$ cat config.mk
export PLATFORM = sky130hd
export DESIGN_NAME = scsi_port_arbiter
export DESIGN_NICKNAME = d
export VERILOG_FILES = /design/src/rtl/scsi_port_arbiter.sv
export SDC_FILE = /design/constraint.sdc
export NUM_CORES = 1
export LEC_CHECK = 0
export CELL_PAD_IN_SITES_DETAIL_PLACEMENT = 2
export CELL_PAD_IN_SITES_GLOBAL_PLACEMENT = 2
export CORE_MARGIN = 1.5
export CORE_UTILIZATION = 29
export CTS_CLUSTER_DIAMETER = 100
export DETAILED_ROUTE_END_ITERATION = 8
export MAX_ROUTING_LAYER = met4
export PLACE_DENSITY_LB_ADDON = 0.1
export SYNTH_ARGS = -nofsm -noshare
export SYNTH_HDL_FRONTEND = slang
export SYNTH_SLANG_ARGS = --single-unit
$ cat constraint.sdc
create_clock -name CLK -period 1.9 [get_ports CLK]
set_input_delay 0.57 -clock CLK [delete_from_list [all_inputs] [get_ports CLK]]
set_output_delay 0.57 -clock CLK [all_outputs]
set_load 0.1 [all_outputs]
$ cat src/rtl/scsi_port_arbiter.sv
// ----------------------------------------------------------------------------
// scsi_port_arbiter
//
// Owns the 8-bit SCSI chip port. CPU register cycles (CCPUREQ) and DMA byte
// transfers (CDREQ_) compete for the port. When both are ready at once, the
// grant alternates between them.
// The block sequences chip-select, strobe and DSACK timing. It moves 32-bit
// FIFO words as four byte transfers and keeps the byte-offset (lane) counter.
//
// Optional feature macro: SCSI_DSACK_TIMEOUT_EN
//   defined   -> a WAIT watchdog aborts a cycle after DSACK_TIMEOUT cycles
//                and sets the sticky BUS_ERR flag (cleared by ERR_CLR)
//   undefined -> WAIT waits forever, BUS_ERR is tied 0, ERR_CLR is unused
//
// Ports
//   CLK, RST_            clock, asynchronous active-low reset
//   CCPUREQ, RW          CPU register request and direction (1 = read chip)
//   CPU_ACK              one-cycle pulse when a CPU cycle completes
//   DMAENA, DMADIR       DMA enable and direction (1 = SCSI->FIFO)
//   CDREQ_, CDSACK_      chip DMA request and cycle acknowledge (active low)
//   FIFOEMPTY, FIFOFULL  FIFO status
//   FLUSH                push a partially assembled SCSI->FIFO word
//   RDFIFO, RIFIFO       FIFO pop / push pulses
//   BO, BOEQ3            current DMA byte lane, and BO==3
//   LBYTE                latch chip read data this cycle
//   SCSI_CS_/RE_/WE_     chip select and strobes (active low)
//   DACK_                DMA acknowledge to chip (active low)
//   BUS_ERR, ERR_CLR     sticky DSACK timeout flag and its clear
// ----------------------------------------------------------------------------
module scsi_port_arbiter #(
    parameter int STROBE_CYCLES = 2,
    parameter int DSACK_TIMEOUT = 64
) (
    input  logic       CLK,
    input  logic       RST_,
    input  logic       CCPUREQ,
    input  logic       RW,
    output logic       CPU_ACK,
    input  logic       DMAENA,
    input  logic       DMADIR,
    input  logic       CDREQ_,
    input  logic       CDSACK_,
    input  logic       FIFOEMPTY,
    input  logic       FIFOFULL,
    input  logic       FLUSH,
    output logic       RDFIFO,
    output logic       RIFIFO,
    output logic [1:0] BO,
    output logic       BOEQ3,
    output logic       LBYTE,
    output logic       SCSI_CS_,
    output logic       SCSI_RE_,
    output logic       SCSI_WE_,
    output logic       DACK_,
    output logic       BUS_ERR,
    input  logic       ERR_CLR
);

    localparam int SW = (STROBE_CYCLES > 1) ? $clog2(STROBE_CYCLES) : 1;
    localparam logic [SW-1:0] STROBE_LAST = SW'(STROBE_CYCLES - 1);

    typedef enum logic [2:0] {
        IDLE, FETCH, SETUP, STROBE, WAIT, STORE, RECOVER
    } state_t;

    state_t        state;
    logic [SW-1:0] strobe_cnt;
    logic          cyc_dma;
    logic          cyc_read;
    logic          last_cpu;
    logic          aborted;
    logic          cpu_rdy;
    logic          dma_rdy;
    logic          grant_cpu;
    logic          grant_dma;

`ifdef SCSI_DSACK_TIMEOUT_EN
    localparam int TW = $clog2(DSACK_TIMEOUT + 1);
    localparam logic [TW-1:0] WAIT_LAST = TW'(DSACK_TIMEOUT - 1);
    logic [TW-1:0] wait_cnt;
`else
    // Without the watchdog a cycle can never abort and no error is raised.
    localparam int unused_timeout = DSACK_TIMEOUT;
    logic unused_err_clr;
    assign unused_err_clr = ERR_CLR;
    assign aborted        = 1'b0;
    assign BUS_ERR        = 1'b0;
`endif

    // A DMA request is only useful if there is somewhere to put or get the
    // byte. FIFO->SCSI with BO != 0 still has bytes left in the fetched word.
    always_comb begin
        cpu_rdy   = CCPUREQ;
        dma_rdy   = DMAENA & ~CDREQ_ & ~BUS_ERR &
                    (DMADIR ? ~FIFOFULL : ((BO != 2'd0) | ~FIFOEMPTY));
        // On a tie, whoever did not win last time gets the port.
        grant_cpu = cpu_rdy & (~dma_rdy | ~last_cpu);
        grant_dma = dma_rdy & (~cpu_rdy | last_cpu);
    end

    // Port sequencer. Each output is written on the edge that enters the
    // state it belongs to, so the outputs line up with the state register.
    always_ff @(posedge CLK or negedge RST_) begin
        if (!RST_) begin
            state      <= IDLE;
            strobe_cnt <= '0;
            cyc_dma    <= 1'b0;
            cyc_read   <= 1'b0;
            last_cpu   <= 1'b0;
            CPU_ACK    <= 1'b0;
            RDFIFO     <= 1'b0;
            RIFIFO     <= 1'b0;
            BO         <= 2'd0;
            BOEQ3      <= 1'b0;
            LBYTE      <= 1'b0;
            SCSI_CS_   <= 1'b1;
            SCSI_RE_   <= 1'b1;
            SCSI_WE_   <= 1'b1;
            DACK_      <= 1'b1;
`ifdef SCSI_DSACK_TIMEOUT_EN
            wait_cnt   <= '0;
            aborted    <= 1'b0;
            BUS_ERR    <= 1'b0;
`endif
        end else begin
            CPU_ACK <= 1'b0;
            RDFIFO  <= 1'b0;
            RIFIFO  <= 1'b0;
            LBYTE   <= 1'b0;
`ifdef SCSI_DSACK_TIMEOUT_EN
            if (ERR_CLR) begin
                BUS_ERR <= 1'b0;
            end
`endif
            case (state)
                IDLE: begin
                    if (grant_dma) begin
                        last_cpu <= 1'b0;
                        cyc_dma  <= 1'b1;
                        cyc_read <= DMADIR;
                        // A new outbound word is needed only at lane 0.
                        if (!DMADIR && BO == 2'd0) begin
                            state  <= FETCH;
                            RDFIFO <= 1'b1;
                        end else begin
                            state    <= SETUP;
                            SCSI_CS_ <= 1'b0;
                            DACK_    <= 1'b0;
                        end
                    end else if (grant_cpu) begin
                        last_cpu <= 1'b1;
                        cyc_dma  <= 1'b0;
                        cyc_read <= RW;
                        state    <= SETUP;
                        SCSI_CS_ <= 1'b0;
                    end else if (FLUSH && DMADIR && BO != 2'd0) begin
                        RIFIFO <= 1'b1;
                        BO     <= 2'd0;
                        BOEQ3  <= 1'b0;
                    end
                end
                FETCH: begin
                    state    <= SETUP;
                    SCSI_CS_ <= 1'b0;
                    DACK_    <= 1'b0;
                end
                SETUP: begin
                    state      <= STROBE;
                    strobe_cnt <= '0;
                    if (cyc_read) begin
                        SCSI_RE_ <= 1'b0;
                    end else begin
                        SCSI_WE_ <= 1'b0;
                    end
                end
                STROBE: begin
                    if (strobe_cnt == STROBE_LAST) begin
                        state <= WAIT;
`ifdef SCSI_DSACK_TIMEOUT_EN
                        wait_cnt <= '0;
`endif
                    end else begin
                        strobe_cnt <= strobe_cnt + SW'(1);
                    end
                end
                WAIT: begin
                    if (!CDSACK_) begin
                        state    <= RECOVER;
                        SCSI_CS_ <= 1'b1;
                        SCSI_RE_ <= 1'b1;
                        SCSI_WE_ <= 1'b1;
                        DACK_    <= 1'b1;
                        LBYTE    <= cyc_read;
                        CPU_ACK  <= ~cyc_dma;
`ifdef SCSI_DSACK_TIMEOUT_EN
                        aborted  <= 1'b0;
                    end else if (wait_cnt == WAIT_LAST) begin
                        // Chip never answered: end the cycle without data.
                        state    <= RECOVER;
                        SCSI_CS_ <= 1'b1;
                        SCSI_RE_ <= 1'b1;
                        SCSI_WE_ <= 1'b1;
                        DACK_    <= 1'b1;
                        CPU_ACK  <= ~cyc_dma;
                        aborted  <= 1'b1;
                        if (!ERR_CLR) begin
                            BUS_ERR <= 1'b1;
                        end
                    end else begin
                        wait_cnt <= wait_cnt + TW'(1);
`endif
                    end
                end
                RECOVER: begin
                    // Lane advances only for a DMA byte that really moved.
                    if (cyc_dma && !aborted) begin
                        BO    <= BO + 2'd1;
                        BOEQ3 <= (BO == 2'd2);
                        if (cyc_read && BO == 2'd3) begin
                            state  <= STORE;
                            RIFIFO <= 1'b1;
                        end else begin
                            state <= IDLE;
                        end
                    end else begin
                        state <= IDLE;
                    end
                end
                STORE: begin
                    state <= IDLE;
                end
                default: begin
                    state <= IDLE;
                end
            endcase
        end
    end

endmodule
==> reports/results.tsv, run 1 <==
metric	value	unit
die_w	60.6	um
postRouteWirelength	2490	um
hold_slack	0.512	ns
fin_crit	1.66	ns
clock_latency	0.30	ns
wl_per_cell	14.6	um
drive_above_1_share	26.0	%
drt-initial-drc-count	10	
hp-class	reg -> reg	
cp.required	2.10	ns
worstRegToRegCells	6	
rsz0062_at_grt	no	
synthTopCellsByArea	dfrtp_1, dfstp_2, o21ai_0, ha_1, nor2_1	
holdCritStartpoint	cyc_dma	
die_area	3670	um^2
drc	0	
grt_max_degree	19	
min_period_over_period	87.3	%
hold_viol	0	
cts_buffer_depth	2	
cp_top_family	buffers and inverters	
h-tree-depth	1	
ys_ff_latch	18	
cp_max_fo	4	
cts_root_buf	clkbuf_4	
synth_top_cell_by_area	dfrtp_1	
antenna_found_initial	0	
cts_sinks	18	
avgViaCountPerCell	4.99	
grt_pass1_wl	4320	um
gr-usage-all-layers	16.9	%
setup_viol	0	
ys_types	37	
cts_setup_buffers	0	
rr_endpoint	RIFIFO	
syn2layout_area_growth	44.5	%
placed_cells	167	
yosysWarnings	0	
globalplace.congestion	0.741	
timing.final.ws_setup	0.242	ns
peakVddDrop	0.992	mV
rr_startpoint	BO[0]	
ios	24	
endpoint_kind	flip-flop	
syn-cell-area	962	um^2
yosysTopAreaCellShare	36.4	%
cp-start-kind	input pin	
cellLeakagePower	0.595	nW
max_freq	0.603	GHz
hpwlAfterDp	2050	um
arrival	1.86	ns
crit_type	in -> reg	
dp_slack	-0.0974	ns
cts.repair.resized	0	
min_delay_path_depth	1	
slowest_stage	clkdlybuf4s50_1	
finClkSkew	0.00184	ns
syn-mean-instance-area	9.72	um^2
hold_end	CPU_ACK	
synth_fp_nets	114	
nets	143	
die_y	60.6	um
numCtsBuffers	3	
crit_chain	clkdlybuf4s50_1 > nand2_1 > and2_1 > a22o_1 > o221a_1	
ys_seq_area_share	47.3	%
maxSlewViolCount	0	
initial_core_util	31.0	%
finalNonFillerCells	171	
finalPower	2.39	mW
coreArea	3100	um^2
clkTransAtPathRegs	0.10	ns
num_vias	853	
gr-total-overflow	0	
hold_buffers	0	
syn_inst	99	
cts_tree	built	
port_buffers	21	
crit_path_max_incr_delay	0.51	ns
drv_cap	0	
drt_pre_antenna_iters	4	
worst-path-buf-inv	1	
antenna_cells	0	
grt_pass1_vias	958	
ant_nets	0	
reg2reg_slack	0.27	ns
status	finished clean	
rows	20	
cellPowerDensity	1720	nW/um^2
==> worst max-delay path by stage <==
stage	slack, ns	endpoint	from	cells after the start
after global placement	-0.07	state[1]	DMADIR	5
after floorplan	0.17	RIFIFO	BO[0]	6
after detailed placement	-0.1	state[1]	DMADIR	5
final	0.24	state[1]	DMADIR	5
after CTS	0.24	RIFIFO	BO[0]	6
after global routing	0.14	RIFIFO	BO[0]	6
==> through the flow <==
step | util (%) | area [um^2] | setup TNS, ns
global route | 44.8 | 1390 | 0
floorplan | - | 965 | 0
global placement | 44.0 | 1360 | -0.226
detailed placement | 44.0 | 1360 | -0.520
CTS | 44.8 | 1390 | 0
finish | 44.8 | 1390 | 0
==> cell families after synthesis <==
logic type	share of synthesized area, %
fa+ha+maj	3.90
flops	47.3
mux	3.25
buf+inv	4.94
compound gates	17.7
simple gates	22.5
other cells	0.390
==> where the power goes <==
part,switching (mW),total [mW],internal [mW]
Clock,0.124,0.206,0.0821
Sequential,0.214,0.772,0.559
Combinational,0.865,1.41,0.542
==> registers in the layout, summed over array words and instances, names as in the netlist <==
name and count:
BO 2, BOEQ3 1, CPU_ACK 1, DACK_ 1, LBYTE 1, RDFIFO 1, RIFIFO 1, SCSI_CS_ 1
SCSI_RE_ 1, SCSI_WE_ 1, cyc_dma 1, cyc_read 1, last_cpu 1, state 3, strobe_cnt 1
==> synthesized netlist by cell type <==
cell type / number
a21o_1: 1
a21oi_1: 5
a22o_1: 1
a22oi_1: 1
a31o_2: 1
a31oi_1: 1
and2_1: 1
and3_1: 1
and4_4: 1
buf_2: 2
buf_4: 1
buf_6: 1
conb_1: 1
dfrtp_1: 14
dfstp_2: 4
ha_1: 3
inv_1: 5
mux2_2: 1
mux2i_1: 2
nand2_1: 8
nand2b_1: 3
nand3_1: 6
nand3b_1: 1
nand4b_1: 2
nor2_1: 10
nor2b_1: 3
nor3_2: 1
nor3_4: 1
o211ai_1: 1
o21a_1: 1
o21ai_0: 8
o21ai_2: 1
o21bai_1: 1
o221a_1: 1
o311ai_1: 1
o31ai_1: 2
or3_1: 1
==> per-layer routing <==
| layer | wire (um) | share of wire, % | global-route usage (%) | up-vias |
|---|---|---|---|---|
| met1 | 1020 | 41 | 18.2 | 421 |
| met2 | 1320 | 53 | 29.0 | 22 |
| met3 | 86 | 3.5 | 3.20 | 7 |
| li1 | - | - | - | 403 |
| met4 | 70 | 2.8 | 9.63 | 0 |
| met5 | 0 | 0 | - | - |
==> cells in the final DEF (no fill, tap or decap), types with 2 or more instances in the layout <==
cell type	netlist	layout
nand3_1	6	6
clkdlybuf4s50_1	0	10
nand2_1	8	8
dfrtp_2	0	2
buf_4	1	7
mux2i_1	2	2
nand4b_1	2	2
a21oi_1	5	5
nor2_1	10	10
o21ai_0	8	8
o31ai_1	2	2
clkbuf_4	0	3
dfrtp_1	14	12
nor2b_1	3	3
dfstp_2	4	4
buf_12	0	11
nand2b_1	3	3
inv_1	5	5
ha_1	3	3
==> final cells by class <==
| type | instances | area, um^2 |
|---|---|---|
| clock buffer | 4 | 26.3 |
| fill | 365 | 1710 |
| inverter | 5 | 18.8 |
| multi-input combinational | 72 | 459 |
| sequential | 18 | 458 |
| tap | 44 | 55.1 |
| timing repair buffer | 28 | 373 |
Note: power is estimated with default switching activity, not from simulation.
==> inputs of run 2 (changes only) <==
--- a/config.mk
+++ b/config.mk
@@ -12,7 +12,8 @@
 export CTS_CLUSTER_DIAMETER = 100
 export DETAILED_ROUTE_END_ITERATION = 8
 export MAX_ROUTING_LAYER = met4
-export PLACE_DENSITY_LB_ADDON = 0.1
+export PLACE_DENSITY = 0.8
+export SKIP_CTS_REPAIR_TIMING = 1
 export SYNTH_ARGS = -nofsm -noshare
 export SYNTH_HDL_FRONTEND = slang
 export SYNTH_SLANG_ARGS = --single-unit
==> constraint.sdc (replaced) <==
create_clock -name CLK -period 1.8 [get_ports CLK]
set_input_delay 0.54 -clock CLK [delete_from_list [all_inputs] [get_ports CLK]]
set_output_delay 0.54 -clock CLK [all_outputs]
set_load 0.1 [all_outputs]
==> reports/results.tsv, run 2 (same netlist as run 1, synthesis figures left out) <==
metric	value	unit	change
placed_cells	168		+0.60%
syn2layout_area_growth	46.9	%	
nets	144		+0.70%
grt_max_degree	19		unchanged
status	finished clean		
finalPower	2.62	mW	+9.6%
cp_max_fo	4		unchanged
maxSlewViolCount	0		unchanged
cellPowerDensity	1850	nW/um^2	+7.8%
die_y	60.6	um	unchanged
finalNonFillerCells	172		+0.58%
crit_chain	clkdlybuf4s50_1 > nand2_1 > and2_1 > a22o_1 > o221a_1		
avgViaCountPerCell	4.86		-2.6%
drt_pre_antenna_iters	3		-1
h-tree-depth	1		unchanged
rsz0062_at_grt	no		
port_buffers	21		unchanged
antenna_cells	0		unchanged
min_period_over_period	91.7	%	
cp_top_family	buffers and inverters		
drt-initial-drc-count	13		+3
wl_per_cell	16.1	um	+11%
numCtsBuffers	3		unchanged
setup_viol	0		unchanged
rows	20		unchanged
crit_path_max_incr_delay	0.51	ns	about the same
ant_nets	0		unchanged
cellLeakagePower	0.605	nW	+1.7%
peakVddDrop	0.836	mV	-16%
initial_core_util	31.0	%	unchanged
drc	0		unchanged
cts_root_buf	clkbuf_4		
mostFrequentLayoutCells	dfrtp_1, buf_12, nor2_1, clkdlybuf4s50_1		
cp-start-kind	input pin		
largest-register	state		
grt_pass1_vias	952		-0.63%
die_area	3670	um^2	unchanged
cts_sinks	18		unchanged
hold_viol	0		unchanged
layout_commonest_cell	dfrtp_1		
fin_crit	1.65	ns	
endpoint_kind	flip-flop		
postRouteWirelength	2780	um	+11%
coreArea	3100	um^2	unchanged
ios	24		unchanged
worstRegToRegCells	6		unchanged
drive_above_1_share	27.3	%	+1.4 points
cts_buffer_depth	2		unchanged
top_regs	state (3), BO (2)		
crit_type	in -> reg		
die_w	60.6	um	unchanged
clock_latency	0.31	ns	about the same
cts_tree	built		
gr-total-overflow	0		unchanged
slowest_stage	clkdlybuf4s50_1		
drv_cap	0		unchanged
largest_reg_flops	3		unchanged
max_freq	0.606	GHz	
hpwlAfterDp	2170	um	+5.9%
arrival	1.85	ns	about the same
grt_pass1_wl	4630	um	+7.2%
antenna_found_initial	0		unchanged
fillers	346		-5.2%
utilization	45.6	%	+0.77 points
min_delay_path_depth	1		unchanged
worst-path-stages	5		unchanged
finClkSkew	0.0107	ns	+0.00886 ns
num_vias	836		-2.0%
hp-class	reg -> reg		
worst-path-buf-inv	1		unchanged
gr-usage-all-layers	17.9	%	+0.93 points
globalplace.congestion	0.730		-1.5%
hold_slack	0.509	ns	-0.00284 ns
cp.required	2.00	ns	-0.10 ns
clkTransAtPathRegs	0.12	ns	+0.02 ns
## run 2: cell types whose count changed in the layout (fill, tap and decap cells not counted)
cell and change:
nor3_2 -1, nor3_4 +1, buf_4 +1, clkbuf_8 +1, clkbuf_1 -1
## run 2: power breakdown
part,switching [mW],internal (mW),total [mW]
registers,0.218,0.590,0.808
clock network,0.139,0.124,0.263
logic,0.959,0.586,1.54
total,1.32,1.30,2.62
## run 2: layout make-up
cell class,count,area (um^2),share of cell area [%]
multi-input combinational,72,465,32.9
sequential,18,458,32.4
timing repair buffer,29,380,26.9
tap,44,55.1,3.89
clock buffer,4,36.3,2.57
inverter,5,18.8,1.33
## run 2: path summary, 6_finish.rpt
check	from	end	slack, ns
min reg2reg	cyc_dma	CPU_ACK	0.51
max in group asynchronous	RST_	SCSI_RE_	0.97
max reg2reg	BO[0]	RIFIFO	0.15
min	cyc_dma	CPU_ACK	0.51
max	DMADIR	state[1]	0.15
min in group asynchronous	RST_	cyc_read	0.56
## run 2: through the flow
stage	TNS (ns)	instance area [um^2]	setup WS, ns
2_1_floorplan	0	965	0.0687
3_3_place_gp	-0.653	1370	-0.135
3_5_place_dp	-1.26	1370	-0.183
4_1_cts	0	1410	0.0976
5_1_grt	0	1410	0.0521
6_report	0	1410	0.150
## run 2: worst register-to-register path: cells and delay by family, from the launching register on
family          cells  cell delay [ns]
simple gates        3             0.63
compound gates      1             0.14
fa+ha+maj           1             0.23
buf+inv             1             0.14
flops               1             0.45
## run 2: metal layers
layer | up-vias | routed length (um) | global-route usage, %
met5 | - | 0 | -
met1 | 409 | 1180 | 21.1
met4 | 0 | 49 | 7.14
met3 | 5 | 67 | 1.28
li1 | 402 | - | -
met2 | 20 | 1480 | 31.3
==> inputs of run 3 (changes only) <==
--- a/config.mk
+++ b/config.mk
@@ -8,11 +8,11 @@
 export CELL_PAD_IN_SITES_DETAIL_PLACEMENT = 2
 export CELL_PAD_IN_SITES_GLOBAL_PLACEMENT = 2
 export CORE_MARGIN = 1.5
-export CORE_UTILIZATION = 29
+export CORE_UTILIZATION = 26
 export CTS_CLUSTER_DIAMETER = 100
 export DETAILED_ROUTE_END_ITERATION = 8
 export MAX_ROUTING_LAYER = met4
-export PLACE_DENSITY = 0.8
+export PLACE_DENSITY = 0.76
 export SKIP_CTS_REPAIR_TIMING = 1
 export SYNTH_ARGS = -nofsm -noshare
 export SYNTH_HDL_FRONTEND = slang
==> constraint.sdc (replaced) <==
create_clock -name CLK -period 1.4 [get_ports CLK]
set_input_delay 0.42 -clock CLK [delete_from_list [all_inputs] [get_ports CLK]]
set_output_delay 0.42 -clock CLK [all_outputs]
set_load 0.1 [all_outputs]
==> reports/results.tsv, run 3 (same netlist as run 1, synthesis figures left out) <==
metric	value	unit	change
antenna_cells	0		unchanged
initial_core_util	28.0	%	-3.1 points
drv_cap	0		unchanged
fin_tns_setup	-0.851	ns	-0.851 ns
die_y	63.8	um	+5.3%
nets	156		+8.3%
final_cell_area	1640	um^2	+16%
gr-usage-all-layers	16.6	%	-1.2 points
placed_cell_area	1490	um^2	+8.5%
drt-initial-drc-count	24		+11
fin_crit	1.53	ns	
finClkSkew	0.00164	ns	-0.00907 ns
endpoint_kind	flip-flop		
syn2layout_area_growth	70.5	%	
utilization	47.7	%	+2.1 points
gr-total-overflow	0		unchanged
cp-start-kind	flip-flop		
timing.final.ws_setup	-0.126	ns	-0.276 ns
drc	0		unchanged
grt_max_degree	19		unchanged
hpwlAfterDp	2340	um	+7.8%
rr_startpoint	BO[0]		
seq_area	465	um^2	+1.6%
largest-register	state		
cts_root_buf	clkbuf_8		
clkTransAtPathRegs	0.07	ns	-0.05 ns
drive_above_1_share	46.4	%	+19 points
grt_pass1_vias	1004		+5.5%
postRouteWirelength	3030	um	+9.1%
top_regs	state (3), BO (2)		
die_area	4070	um^2	+11%
rr_endpoint	RIFIFO		
rows	21		+5.0%
max_freq	0.655	GHz	
maxSlewViolCount	0		unchanged
cellLeakagePower	0.721	nW	+19%
port_buffers	21		unchanged
cp_max_fo	5		+1
num_vias	906		+8.4%
h-tree-depth	1		unchanged
peakVddDrop	0.985	mV	+18%
ant_nets	0		unchanged
hold_viol	0		unchanged
largest_reg_flops	3		unchanged
ios	24		unchanged
cellPowerDensity	2340	nW/um^2	+27%
antenna_found_initial	0		unchanged
hp-class	in -> async		
rsz0062_at_grt	yes		
min_period_over_period	109	%	
grt_pass1_wl	4970	um	+7.5%
dp_slack	-0.444	ns	-0.261 ns
worstRegToRegCells	6		unchanged
mostFrequentLayoutCells	buf_4, buf_12, dfrtp_1		
numCtsBuffers	3		unchanged
cp.required	1.59	ns	-0.41 ns
crit_type	reg -> reg		
violations	negative setup slack		
avgViaCountPerCell	4.87		+0.22%
multiInputGateArea	543	um^2	+17%
cts_buffer_depth	2		unchanged
reg2reg_slack	-0.13	ns	-0.28 ns
wl_per_cell	16.3	um	+0.93%
drt_pre_antenna_iters	4		+1
setup_viol	13		+13
hold_slack	0.494	ns	-0.0150 ns
coreArea	3440	um^2	+11%
layout_commonest_cell	buf_4		
arrival	1.72	ns	-0.13 ns
fillers	367		+6.1%
status	complete, but fails checks		
globalplace.congestion	0.814		+12%
cts_sinks	18		unchanged
die_w	63.8	um	+5.3%
clock_latency	0.26	ns	-0.05 ns
cts_tree	built		
==> run 3: how the worst max path moves through the flow <==
stage            from  endpoint  slack [ns]
2_1_floorplan   BO[1]    RIFIFO       -0.15
3_3_place_gp   DMADIR  state[1]       -0.39
3_5_place_dp   DMAENA  state[1]       -0.44
4_1_cts        DMADIR  state[1]       -0.16
5_1_grt         BO[0]  cyc_read       -0.17
6_report        BO[0]    RIFIFO       -0.13
==> run 3: layout make-up <==
cell class | instances | share of cell area, %
Tap cell | 46 | 3.51
Inverter | 5 | 1.30
Clock buffer | 4 | 3.36
Multi-Input combinational cell | 72 | 33.1
Sequential cell | 18 | 28.4
Timing Repair Buffer | 41 | 30.4
==> run 3: per-stage QoR <==
stage               power (mW)  std cells
floorplan                 2.36         99
global placement          3.17        178
detailed placement        3.28        178
CTS                       3.74        182
global route              4.03        186
finish                    3.84        186
==> run 3: critical path, cell delays in order (launching register included) <==
cell and delay, ns:
dfrtp_4 0.51, inv_4 0.08, ha_4 0.15, nand3b_1 0.10
and3_4 0.21, nor3_4 0.25, o21bai_4 0.16
==> run 3: metal layers <==
layer	wire, um	vias up	track usage [%]	part of all wire (%)
li1	-	431	-	-
met1	1300	450	18.9	43
met2	1600	21	29.0	53
met3	84	4	2.29	2.8
met4	41	0	7.34	1.4
met5	0	-	-	0
==> run 3: where the power goes <==
| part | internal (mW) | leakage (nW) | switching (mW) |
|---|---|---|---|
| Sequential | 0.778 | 0.212 | 0.275 |
| Clock | 0.251 | 0.0288 | 0.196 |
| Combinational | 0.992 | 0.480 | 1.35 |
| Total | 2.02 | 0.721 | 1.82 |
